File: config.mk
export PLATFORM = sky130hd
export DESIGN_NAME = memory_dma
export DESIGN_NICKNAME = d
export VERILOG_FILES = /design/src/rtl/memory_dma.sv
export SDC_FILE = /design/constraint.sdc
export NUM_CORES = 1
export LEC_CHECK = 0
export ABC_AREA = 1
export CAP_MARGIN = 25
export CORE_MARGIN = 8
export CORE_UTILIZATION = 45
export DETAILED_ROUTE_END_ITERATION = 8
export PLACE_DENSITY = 0.82
export RECOVER_POWER = 100
export SLEW_MARGIN = 10
export SYNTH_ARGS = -nofsm -noshare
export SYNTH_HDL_FRONTEND = slang
export SYNTH_SLANG_ARGS = --single-unit
File: constraint.sdc
create_clock -name i_clk -period 3.4 [get_ports i_clk]
set_clock_uncertainty 0.05 [all_clocks]
set_input_delay 0.51 -clock i_clk [delete_from_list [all_inputs] [get_ports i_clk]]
set_output_delay 0.51 -clock i_clk [all_outputs]
set_load 0.005 [all_outputs]
File: src/rtl/memory_dma.sv
// memory_dma: single-channel block-copy engine.
// Reads one word from the source pointer, writes it to the destination
// pointer, and repeats until the programmed word count is exhausted.
// Every request is guarded by a wait counter that aborts the transfer
// if the responder stays silent for TIMEOUT_CYCLES cycles.
//
// state  | meaning
// -------+------------------------------------------------------------
// IDLE   | waiting for start; no request outstanding
// READ   | memory_read asserted at src pointer, waiting for response
// WRITE  | memory_write asserted at dst pointer, waiting for response
// FINISH | done pulse, back to IDLE next cycle
// ABORT  | error pulse after a timeout, back to IDLE next cycle
module memory_dma #(
    parameter int unsigned TIMEOUT_CYCLES = 255,
    parameter int unsigned LEN_WIDTH      = 16
) (
    input  logic                 i_clk,
    input  logic                 i_rst_n,
    input  logic                 i_start,
    input  logic [31:0]          i_src_addr,
    input  logic [31:0]          i_dst_addr,
    input  logic [LEN_WIDTH-1:0] i_length,
    output logic                 o_busy,
    output logic                 o_done,
    output logic                 o_error,
    output logic [LEN_WIDTH-1:0] o_words_done,
    output logic                 o_memory_read,
    output logic                 o_memory_write,
    output logic [31:0]          o_address,
    output logic [31:0]          o_write_data,
    input  logic [31:0]          i_read_data,
    input  logic                 i_response
);

    typedef enum logic [2:0] {
        ST_IDLE   = 3'd0,
        ST_READ   = 3'd1,
        ST_WRITE  = 3'd2,
        ST_FINISH = 3'd3,
        ST_ABORT  = 3'd4
    } state_t;

    // Wait count at which a still-unanswered request is abandoned. A
    // response seen while the counter holds this value still completes.
    localparam logic [15:0] WAIT_LAST = 16'(TIMEOUT_CYCLES - 1);
    localparam logic [LEN_WIDTH-1:0] LEN_ONE = LEN_WIDTH'(1);

    state_t               r_state;
    logic [31:0]          r_src_ptr;
    logic [31:0]          r_dst_ptr;
    logic [LEN_WIDTH-1:0] r_remaining;
    logic [LEN_WIDTH-1:0] r_words_done;
    logic [15:0]          r_wait;
    logic                 r_busy;
    logic                 r_done;
    logic                 r_error;
    logic                 r_memory_read;
    logic                 r_memory_write;
    logic [31:0]          r_address;
    logic [31:0]          r_write_data;

    wire logic [31:0] w_src_aligned = {i_src_addr[31:2], 2'b00};
    wire logic [31:0] w_dst_aligned = {i_dst_addr[31:2], 2'b00};
    wire logic        w_wait_expired = (r_wait == WAIT_LAST);

    // Sequencing FSM; every output is loaded alongside the state it belongs to.
    always_ff @(posedge i_clk) begin
        if (!i_rst_n) begin
            r_state        <= ST_IDLE;
            r_src_ptr      <= '0;
            r_dst_ptr      <= '0;
            r_remaining    <= '0;
            r_words_done   <= '0;
            r_wait         <= '0;
            r_busy         <= 1'b0;
            r_done         <= 1'b0;
            r_error        <= 1'b0;
            r_memory_read  <= 1'b0;
            r_memory_write <= 1'b0;
            r_address      <= '0;
            r_write_data   <= '0;
        end else begin
            case (r_state)
                ST_IDLE: begin
                    r_done  <= 1'b0;
                    r_error <= 1'b0;
                    if (i_start) begin
                        r_src_ptr    <= w_src_aligned;
                        r_dst_ptr    <= w_dst_aligned;
                        r_remaining  <= i_length;
                        r_words_done <= '0;
                        r_wait       <= '0;
                        r_busy       <= 1'b1;
                        if (i_length == '0) begin
                            r_state <= ST_FINISH;
                            r_done  <= 1'b1;
                        end else begin
                            r_state       <= ST_READ;
                            r_memory_read <= 1'b1;
                            r_address     <= w_src_aligned;
                        end
                    end
                end

                ST_READ: begin
                    if (i_response) begin
                        r_state        <= ST_WRITE;
                        r_src_ptr      <= r_src_ptr + 32'd4;
                        r_write_data   <= i_read_data;
                        r_memory_read  <= 1'b0;
                        r_memory_write <= 1'b1;
                        r_address      <= r_dst_ptr;
                        r_wait         <= '0;
                    end else if (w_wait_expired) begin
                        r_state       <= ST_ABORT;
                        r_memory_read <= 1'b0;
                        r_address     <= '0;
                        r_error       <= 1'b1;
                    end else begin
                        r_wait <= r_wait + 16'd1;
                    end
                end

                ST_WRITE: begin
                    if (i_response) begin
                        r_dst_ptr      <= r_dst_ptr + 32'd4;
                        r_words_done   <= r_words_done + LEN_ONE;
                        r_remaining    <= r_remaining - LEN_ONE;
                        r_memory_write <= 1'b0;
                        r_write_data   <= '0;
                        r_wait         <= '0;
                        if (r_remaining == LEN_ONE) begin
                            r_state   <= ST_FINISH;
                            r_done    <= 1'b1;
                            r_address <= '0;
                        end else begin
                            r_state       <= ST_READ;
                            r_memory_read <= 1'b1;
                            r_address     <= r_src_ptr;
                        end
                    end else if (w_wait_expired) begin
                        r_state        <= ST_ABORT;
                        r_memory_write <= 1'b0;
                        r_address      <= '0;
                        r_write_data   <= '0;
                        r_error        <= 1'b1;
                    end else begin
                        r_wait <= r_wait + 16'd1;
                    end
                end

                ST_FINISH: begin
                    r_state <= ST_IDLE;
                    r_done  <= 1'b0;
                    r_busy  <= 1'b0;
                end

                ST_ABORT: begin
                    r_state <= ST_IDLE;
                    r_error <= 1'b0;
                    r_busy  <= 1'b0;
                end

                default: begin
                    r_state        <= ST_IDLE;
                    r_busy         <= 1'b0;
                    r_done         <= 1'b0;
                    r_error        <= 1'b0;
                    r_memory_read  <= 1'b0;
                    r_memory_write <= 1'b0;
                    r_address      <= '0;
                    r_write_data   <= '0;
                end
            endcase
        end
    end

    assign o_busy         = r_busy;
    assign o_done         = r_done;
    assign o_error        = r_error;
    assign o_words_done   = r_words_done;
    assign o_memory_read  = r_memory_read;
    assign o_memory_write = r_memory_write;
    assign o_address      = r_address;
    assign o_write_data   = r_write_data;

endmodule

==> results.txt, run 1 <==
The flow ran to the end, and the final reports show no timing, DRC or antenna violations. The launching element type of the critical path is a register. The count of max-cap constraint violations is 0. Yosys printed 0 warnings. The number of detailed-routing iterations run before antenna repair is 7. Derived from the worst setup path, the maximum achievable clock frequency is 343 MHz. The final weighted congestion of routability-driven global placement came out at 0.954. The number of nets handed over by synthesis was 1928. The initial core utilization is 45.2%.

The global-route wire length before repair is 58600 um. The total I/O pin count is 201. For this run, design rule violations remaining after detail routing come to 0.

The longest clock path from root to sink contains 2 buffers. The final total negative setup slack came out at 0 ps. The cell internal power dissipation came out at 3770 uW. The H-tree was split into 4 levels.

The number of antenna diodes in the final layout is 0. Setup repair after global routing left no endpoint under its margin. The power share of the clock group came out at 36.3%. The register-to-register setup slack is 480 ps. The tree built by TritonCTS fans out to 180 sinks. Of the total power, the share spent switching nets is 34.1%. In the routed layout, each cell is associated on average with a via count of 5.50. After filler insertion, the fill cell instance count of the layout stands at 2333. The setup slack after layout is 485 ps.

The post-CTS repair timing setup buffer count came out at 0. The final max-slew violation count is 0. The part of the total power dissipated in combinational logic came out at 20.7%. In this run, the number of DRC markers left after iteration 0 of detailed routing was 1210. In the synthesized netlist, the number of instances is 1805.

The area of combinational cells with multiple inputs is 0.00643 mm2. The tree is rooted in a clkbuf_16. STA puts the critical path data arrival time at 3230 ps. The cell count after placement came out at 2255.

The largest driver fanout on the critical path came out at 36. The power density over the cells is 422 mW/mm2. For the worst-skew pair, the clock arrives at the later sink with an insertion delay of 440 ps. The maximum vdd drop came out at 273 uV. The number of buffers added on ports is 196. The final cycle utilization of the critical path came out at 85.7%.

For this design the static power due to leakage is 0.00552 uW. The final setup violation count came out at 0. The combined area of all synthesized cells is 0.0109 mm2. The top cell types in the final layout, fill and taps aside, are 688 x nand2_1, 188 x nor2_1, 186 x a21oi_1. The number of instances resized during post-cts repair is 0. The flip-flop and latch area is 0.00360 mm2. Entering global routing, the biggest net connects 72 pins. Detailed placement finished with a half-perimeter wire length of 25900 um. In this run the worst setup path begins at r_wait[0]$_SDFFE_PN0P_. The transition time of the tightest slew-check pin is 1480 ps.

The number of antenna violations at the first check in global routing came out at 0. The floorplan core area is 0.0240 mm2. The number of nets in the finished design is 2073. The chip height came out at 171 um. The floorplan step defined a die boundary enclosing 0.0294 mm2. The post-detailed-route wirelength per cell came out at 15.8 um. The worst-case setup slack after placement came out at 263 ps.

The overall global routing resource usage came out at 24.5%. The count of hold-fix buffers inserted at cts is 0. The ratio of cells with drive above 1 in the final layout is 4.13%.

The total via count after detailed routing is 12600. The switching power summed over all nets is 1950 uW. Leaving out fill and tap cells, the most frequent cell in the layout is nand2_1. Leaving out filler cells and counting taps, the final layout contains 2287. The CTS tree is yes. The worst setup path is captured at a register. The hold path startpoint is o_address[0]$_SDFFE_PN0P_. The number of distinct library cells after synthesis is 41. The count of nets left with antenna violations once routing finished came out at 0. The via count of the first global-routing pass came to 11600. The class of the most critical hold timing path is reg -> reg. A synthesized cell averages 6.01 um2. The startpoint of the lowest-slack register-to-register path is r_wait[0]$_SDFFE_PN0P_. The worst pin sits at a relative slew slack of 1.48%. The start-to-end type of the worst setup path is reg -> reg.

The number of buffers added by the clock tree synthesis step came out at 17. After floorplanning, the core was divided into 57 placement rows. The width of the die came out at 171 um. After global routing the overflow that remains totals 0. Relative to the synthesized area, the layout overhead comes to 25.0%. The share of total power dissipated in sequential elements is 43.0%. The clock transition at the registers of the reported paths came out at 80 ps. At the worst endpoint, the required time is 3720 ps. The sequential share of the synthesized area is 33.2%. The synthesized flop and latch total is 180. After detailed routing, the total wire length is 36100 um. The routed design could run at a clock period as short as 2920 ps. The total count of hold-check failures in the final report came out at 0.
through the flow:
stage          hold slack (ps)  power (uW)  utilization [%]  instance area [um2]
2_1_floorplan              398        3200                -                10900
6_report                   408        5720             56.5                13600
5_1_grt                    434        6000             56.5                13600
3_3_place_gp               393        3670             54.1                13000
4_1_cts                    415        5770             56.7                13600
3_5_place_dp               402        3700             54.1                13000
final cells by class:
class | count | share of cell area, %
clock buffer | 17 | 3.13
clock inverter | 15 | 1.47
inverter | 104 | 2.89
multi-input combinational | 1431 | 47.4
sequential | 180 | 26.6
tap | 324 | 2.99
timing repair buffer | 216 | 15.6
registers in the layout, summed over array words and instances (netlist names):
signal and cells:
o_address 32, o_busy 1, o_memory_read 1, r_state 3, r_src_ptr 30, o_error 1, o_memory_write 1, o_write_data 32
o_done 1, r_remaining 16, o_words_done 16, r_dst_ptr 30, r_wait 16
path summary, 6_finish.rpt:
kind / endpoint / cells past startpoint
max: o_write_data[29]$_SDFFE_PN0P_ / 10
min: o_address[0]$_SDFFE_PN0P_ / 2
max reg2reg: o_write_data[29]$_SDFFE_PN0P_ / 10
min reg2reg: o_address[0]$_SDFFE_PN0P_ / 2
cells by family after synthesis:
logic type	after synthesis	synth area share, %
adders and majority gates	7	0.807
buffers and inverters	194	7.32
AOI/OAI and AO/OA	337	16.5
and+or+nand+nor	1064	40.3
DFF	180	33.2
xor gates and xnor gates	23	1.86
power groups by stage:
stage	Clock [uW]	Combinational, uW	Sequential (uW)
after floorplan	0	753	2450
after global placement	0	1180	2500
after detailed placement	0	1200	2500
after CTS	2100	1210	2450
after global routing	2190	1320	2480
final	2080	1190	2460
synthesized netlist by cell type, drive strengths merged:
master,n,area share (%)
clkbuf,47,1.6
xnor2,8,0.65
nor3,25,1.2
a211oi,5,0.35
o21bai,7,0.48
a221oi,2,0.16
nor2,192,6.9
a31oi,13,0.75
nand3b,13,0.90
o21a,1,0.069
o21ai,110,5.1
nand4,29,1.7
buf,43,2.1
or2,9,0.52
o31ai,1,0.069
a21o,1,0.069
xor2,15,1.2
a31o,2,0.16
a311oi,2,0.16
o211ai,5,0.35
inv,103,3.6
clkinv,1,0.035
nor4,1,0.058
a21oi,187,8.7
ha,7,0.81
dfxtp,180,33
nand2,693,24
nor3b,1,0.069
o221a,1,0.10
nand3,101,4.7
routing by layer:
layer	vias to the layer above	wire (um)	track usage, %	share of wire, %
li1	6163	-	-	-
met1	5760	15300	31.3	43
met2	580	16400	40.1	46
met3	66	3390	5.46	9.4
met4	0	886	8.39	2.5
met5	-	0	0	0
worst max-delay path, stage by stage, from the launching register on:
cell and delay, ps:
dfxtp_1 430, inv_1 110, ha_1 210, nand3_1 90, nor2_1 80, nand2_1 1000
nand3_1 140, nand4_1 130, buf_4 340, nand2_1 110, a21oi_1 140
Note: power is estimated with default switching activity, not from simulation.
==> inputs of run 2 (changes only) <==
--- a/config.mk
+++ b/config.mk
@@ -12,7 +12,6 @@
 export DETAILED_ROUTE_END_ITERATION = 8
 export PLACE_DENSITY = 0.82
 export RECOVER_POWER = 100
-export SLEW_MARGIN = 10
 export SYNTH_ARGS = -nofsm -noshare
 export SYNTH_HDL_FRONTEND = slang
 export SYNTH_SLANG_ARGS = --single-unit
==> results of run 2 <==
The final DEF is identical to that of run 1; final timing and power are the same.
